`src/rtl/teclado_matricial.sv`:
```
// 4x4 active-low matrix keypad scanner: column scan, row synchronizer,
// press/release debounce and key encoding with a single pulse per press.
module teclado_matricial #(
    parameter int unsigned SCAN_DIV = 1000,
    parameter int unsigned DEBOUNCE = 50000
) (
    input  logic       clk,
    input  logic       reset,
    input  logic [3:0] linhas,
    output logic [3:0] colunas,
    output logic       tecla_ativada,
    output logic [3:0] digito,
    output logic       eh_digito
);

    localparam int unsigned ScanW = (SCAN_DIV > 1) ? $clog2(SCAN_DIV) : 1;
    localparam int unsigned DebW  = (DEBOUNCE > 1) ? $clog2(DEBOUNCE) : 1;

    localparam logic [ScanW-1:0] ScanLast = ScanW'(SCAN_DIV - 1);
    localparam logic [DebW-1:0]  DebLast  = DebW'(DEBOUNCE - 1);

    typedef enum logic [1:0] {
        StVarre,
        StFiltra,
        StPulso,
        StSolta
    } state_e;

    state_e           state_q;
    logic [3:0]       sync1_q;
    logic [3:0]       lin_s;
    logic [1:0]       col_idx_q;
    logic [1:0]       row_q;
    logic [3:0]       pat_q;
    logic [ScanW-1:0] scan_cnt_q;
    logic [DebW-1:0]  deb_cnt_q;

    logic [1:0] low_row;
    logic [3:0] key_code;
    logic [1:0] col_next;

    function automatic logic [3:0] col_mask(input logic [1:0] idx);
        col_mask = ~(4'b0001 << idx);
    endfunction

    assign col_next = col_idx_q + 2'd1;

    // Lowest-index low row wins when several rows of one column are low.
    always_comb begin
        low_row = 2'd0;
        for (int i = 3; i >= 0; i--) begin
            if (!lin_s[i]) begin
                low_row = 2'(i);
            end
        end
    end

    always_comb begin
        key_code = 4'd0;
        unique case ({row_q, col_idx_q})
            4'b00_00: key_code = 4'd1;
            4'b00_01: key_code = 4'd2;
            4'b00_10: key_code = 4'd3;
            4'b00_11: key_code = 4'd10;
            4'b01_00: key_code = 4'd4;
            4'b01_01: key_code = 4'd5;
            4'b01_10: key_code = 4'd6;
            4'b01_11: key_code = 4'd11;
            4'b10_00: key_code = 4'd7;
            4'b10_01: key_code = 4'd8;
            4'b10_10: key_code = 4'd9;
            4'b10_11: key_code = 4'd12;
            4'b11_00: key_code = 4'd14;
            4'b11_01: key_code = 4'd0;
            4'b11_10: key_code = 4'd15;
            4'b11_11: key_code = 4'd13;
            default:  key_code = 4'd0;
        endcase
    end

    always_ff @(posedge clk) begin
        if (reset) begin
            state_q       <= StVarre;
            sync1_q       <= 4'b1111;
            lin_s         <= 4'b1111;
            col_idx_q     <= 2'd0;
            row_q         <= 2'd0;
            pat_q         <= 4'b1111;
            scan_cnt_q    <= '0;
            deb_cnt_q     <= '0;
            colunas       <= 4'b1110;
            tecla_ativada <= 1'b0;
            digito        <= 4'd0;
            eh_digito     <= 1'b0;
        end else begin
            sync1_q       <= linhas;
            lin_s         <= sync1_q;
            tecla_ativada <= 1'b0;

            unique case (state_q)
                StVarre: begin
                    if (scan_cnt_q == ScanLast) begin
                        scan_cnt_q <= '0;
                        if (lin_s == 4'b1111) begin
                            col_idx_q <= col_next;
                            colunas   <= col_mask(col_next);
                        end else begin
                            pat_q     <= lin_s;
                            row_q     <= low_row;
                            deb_cnt_q <= '0;
                            state_q   <= StFiltra;
                        end
                    end else begin
                        scan_cnt_q <= scan_cnt_q + 1'b1;
                    end
                end

                // Any deviation from the latched pattern restarts the scan slot.
                StFiltra: begin
                    if (lin_s == pat_q) begin
                        if (deb_cnt_q == DebLast) begin
                            state_q       <= StPulso;
                            tecla_ativada <= 1'b1;
                            digito        <= key_code;
                            eh_digito     <= (key_code <= 4'd9);
                        end else begin
                            deb_cnt_q <= deb_cnt_q + 1'b1;
                        end
                    end else begin
                        state_q    <= StVarre;
                        scan_cnt_q <= '0;
                        deb_cnt_q  <= '0;
                    end
                end

                StPulso: begin
                    state_q   <= StSolta;
                    deb_cnt_q <= '0;
                end

                StSolta: begin
                    if (lin_s == 4'b1111) begin
                        if (deb_cnt_q == DebLast) begin
                            state_q    <= StVarre;
                            deb_cnt_q  <= '0;
                            scan_cnt_q <= '0;
                            col_idx_q  <= col_next;
                            colunas    <= col_mask(col_next);
                        end else begin
                            deb_cnt_q <= deb_cnt_q + 1'b1;
                        end
                    end else begin
                        deb_cnt_q <= '0;
                    end
                end

                default: state_q <= StVarre;
            endcase
        end
    end

endmodule

```
`config.mk`:
```
export PLATFORM = sky130hd
export DESIGN_NAME = teclado_matricial
export DESIGN_NICKNAME = d
export VERILOG_FILES = /design/src/rtl/teclado_matricial.sv
export SDC_FILE = /design/constraint.sdc
export NUM_CORES = 1
export LEC_CHECK = 0
export CAP_MARGIN = 20
export CORE_MARGIN = 2
export CORE_UTILIZATION = 35
export DETAILED_ROUTE_END_ITERATION = 10
export PLACE_DENSITY_LB_ADDON = 0.1
export SYNTH_ARGS = -nofsm -noshare
export SYNTH_HDL_FRONTEND = slang
export SYNTH_SLANG_ARGS = --single-unit
```
`constraint.sdc`:
```
create_clock -name clk -period 3.1 [get_ports clk]
set_clock_uncertainty 0.05 [all_clocks]
set_input_delay 0.465 -clock clk [delete_from_list [all_inputs] [get_ports clk]]
set_output_delay 0.465 -clock clk [all_outputs]
set_load 0.05 [all_outputs]
```
==> key figures <==
Power
  • Power, Total: 1.37 mW
  • Power per cell area: 451 mW/mm^2
  • VDD IR-drop max: 0.217 mV
  • Pleak: 1.07 nW

Synthesis
  • Mapped cell area: around 0.0027 sq mm
  • Yosys top cell area share: 40.6%
  • Synth Flop Type: dfxtp_1
  • Post-Syn Nets: 331
  • Most area-consuming cells after synthesis: dfxtp_1, ha_1, nor2_1, a21oi_1, nand2_1
  • Synth Register Bits: 54
  • Avg Cell Area, Syn: around 8.6 sq um
  • Number of flops mapped to enable cells by yosys: 0
  • Ys Warns: 0
  • Synthesized instance count: 311
  • Synth cell types: 47
  • Area leader, netlist: dfxtp_1
  • Asr flop ratio synth: 0%
  • Sequential area share after synthesis: 40.6%

Floorplan
  • Row count: 31
  • I/O pins: 16
  • Die Wd: 91.3 um
  • Initial Util: 36.4%
  • Die Area: between 0.008 and 0.009 sq mm
  • Core Area: 0.00733 sq mm
  • Die Y-Extent: 91.3 um

GRT
  • Initial antenna violation count: 0
  • First-pass GRT wire length: approximately 10,000 um
  • GR peak layer: met2
  • GR met3 Demand/Resource: 2.99%
  • Vias in the first global route: around 2,200
  • Largest net degree at the start of global routing: 34
  • M1 GR Usage: 19.0%
  • Total gr overflow: 0
  • Global routing met2 resource utilization: 24.1%
  • Total track usage: 14.6%

Finish
  • Area grow syn2layout: 13.9%
  • ANT cells: 0
  • Fillcell total: 761
  • Nets: 348
  • Share of cells above drive strength 1: 8.51%
  • Commonest non-fill, non-tap cells in the layout: dfxtp_1, nor2_1, nand2_1, a21oi_1, clkdlybuf4s50_1
  • Most common cell after layout, fill and taps aside: dfxtp_1

Place
  • I/O Buffers: 15
  • Dpl hpwl: between 4000 and 5000 um
  • Final RePlAce weighted congestion: 0.742

Timing
  • Worst-Margin Slew: 0.646 ns
  • Hold Vio Cnt, Final: 0
  • Max-slew violation count: 0
  • RSZ-0062 raised after global routing: no
  • Sum Neg Setup Slack: 0 ns
  • Final min period: 2.71 ns
  • Max-Slew Margin vs Limit: 56.9%
  • Final setup vio count: 0
  • Period utilization: 87.5%
  • Worst hold slack: 0.364 ns
  • Peak Freq: 369 MHz

Detailed routing
  • DR WL/cell: 13.3 um
  • Routed WL: between 5000 and 6000 um
  • Via count: ~2,200
  • Initial drt markers: between 80 and 90
  • Final ANT Viol Nets: 0
  • Vias per inst: a little over 5
  • Drt drc: 0
  • Drt pass-1 iters: 4

Clocking
  • Resized cells post-CTS: 0
  • Clk Latency, worst-skew pair: ~0.31 ns
  • Total number of H-tree levels: 2
  • CTS tree: yes
  • Sink Count: 54
  • CTS buffer count: 5
  • Cts hold-fix bufs: 0
  • Setup bufs post-CTS: 0
  • CTS Buffer Depth: 2
  • Worst-path clk slew: 0.10 ns
  • Root buffer cell: clkbuf_8

Min path
  • Hold WC Path Type: flop to flop

Critical path
  • CP required: between 3 and 4 ns
  • Nature of the critical path endpoint: flop
  • Type of origin of the critical path: flop
  • WP data arrival: 2.86 ns
  • Critical path type: flop to flop
  • Worst-path fanout max: 5

Flow run
  • Max Cap Viol: 0

Status
  • Status: finished clean
[cell families (layout without fill, tap and decap cells)]
group           after synthesis  count (layout)  synth area share [%]
fa+ha+maj                    14              14                  6.57
buf+inv                      25              43                  3.62
flops                        54              54                  40.6
mux                           8               8                  3.00
simple gates                138             138                  27.7
compound gates               59              59                  14.2
xor+xnor                     13              13                  4.27
[worst paths after layout]
check	startpoint	depth (start not counted)	slack, ns	endpoint
max	deb_cnt_q[5]	6	0.39	deb_cnt_q[14]
min	sync1_q[0]	1	0.36	lin_s[0]
max reg2reg	deb_cnt_q[5]	6	0.39	deb_cnt_q[14]
min reg2reg	sync1_q[0]	1	0.36	lin_s[0]
[report_power, final]
group / switching (mW) / internal [mW] / total, mW
combinational: 0.134 / 0.0827 / 0.216
clock: 0.230 / 0.181 / 0.411
sequential: 0.0235 / 0.718 / 0.741
[cell type report]
class / instances / area [sq um] / area share (%)
clock buffer: 7 / 86.3 / 2.84
clock inverter: 1 / 5.00 / 0.165
inverter: 13 / 48.8 / 1.61
multi-input combinational: 232 / 1490 / 49.0
sequential: 54 / 1080 / 35.6
tap: 99 / 124 / 4.08
timing repair buffer: 22 / 203 / 6.68
[through the flow]
step           cell area [sq um]  instances  setup WS (ns)  utilization (%)
6_report                    3040        428          0.387             41.4
3_3_place_gp                2940        420          0.477             40.2
4_1_cts                     3040        428          0.384             41.4
3_5_place_dp                2940        420          0.414             40.2
2_1_floorplan               2670        311          0.466                -
5_1_grt                     3040        428          0.221             41.4
[flip-flops by register name, summed over array words and instances (netlist names), named ones only]
| signal | cells |
|---|---|
| state_q | 1 |
| row_q | 2 |
| colunas | 4 |
| pat_q | 4 |
| lin_s | 4 |
| digito | 4 |
| col_idx_q | 2 |
| tecla_ativada | 1 |
| sync1_q | 4 |
| eh_digito | 1 |
| scan_cnt_q | 10 |
| deb_cnt_q | 16 |
[cell usage after synthesis, types with 6 or more instances]
library cell / n
a21oi_1: 18
clkbuf_1: 10
dfxtp_1: 54
ha_1: 14
inv_1: 13
mux2i_1: 8
nand2_1: 24
nand2b_1: 7
nand3_1: 10
nand4_1: 7
nor2_1: 37
nor3_1: 9
o21ai_0: 14
or2_2: 9
xnor2_1: 6
xor2_1: 7
[worst max-delay path, stage by stage (launching register included)]
cell	delay, ns
dfxtp_1	0.35
or4b_1	0.56
or4_1	0.57
o41ai_2	0.40
or3_1	0.19
and4b_1	0.19
a311o_1	0.30
[layer usage]
metal / wire [um] / vias to the layer above
met1: 2890 / 1019
met3: 129 / 8
met2: 2610 / 26
met4: 77 / 0
li1: - / 1131
met5: 0 / -
Power figures use the tool's default switching activity.
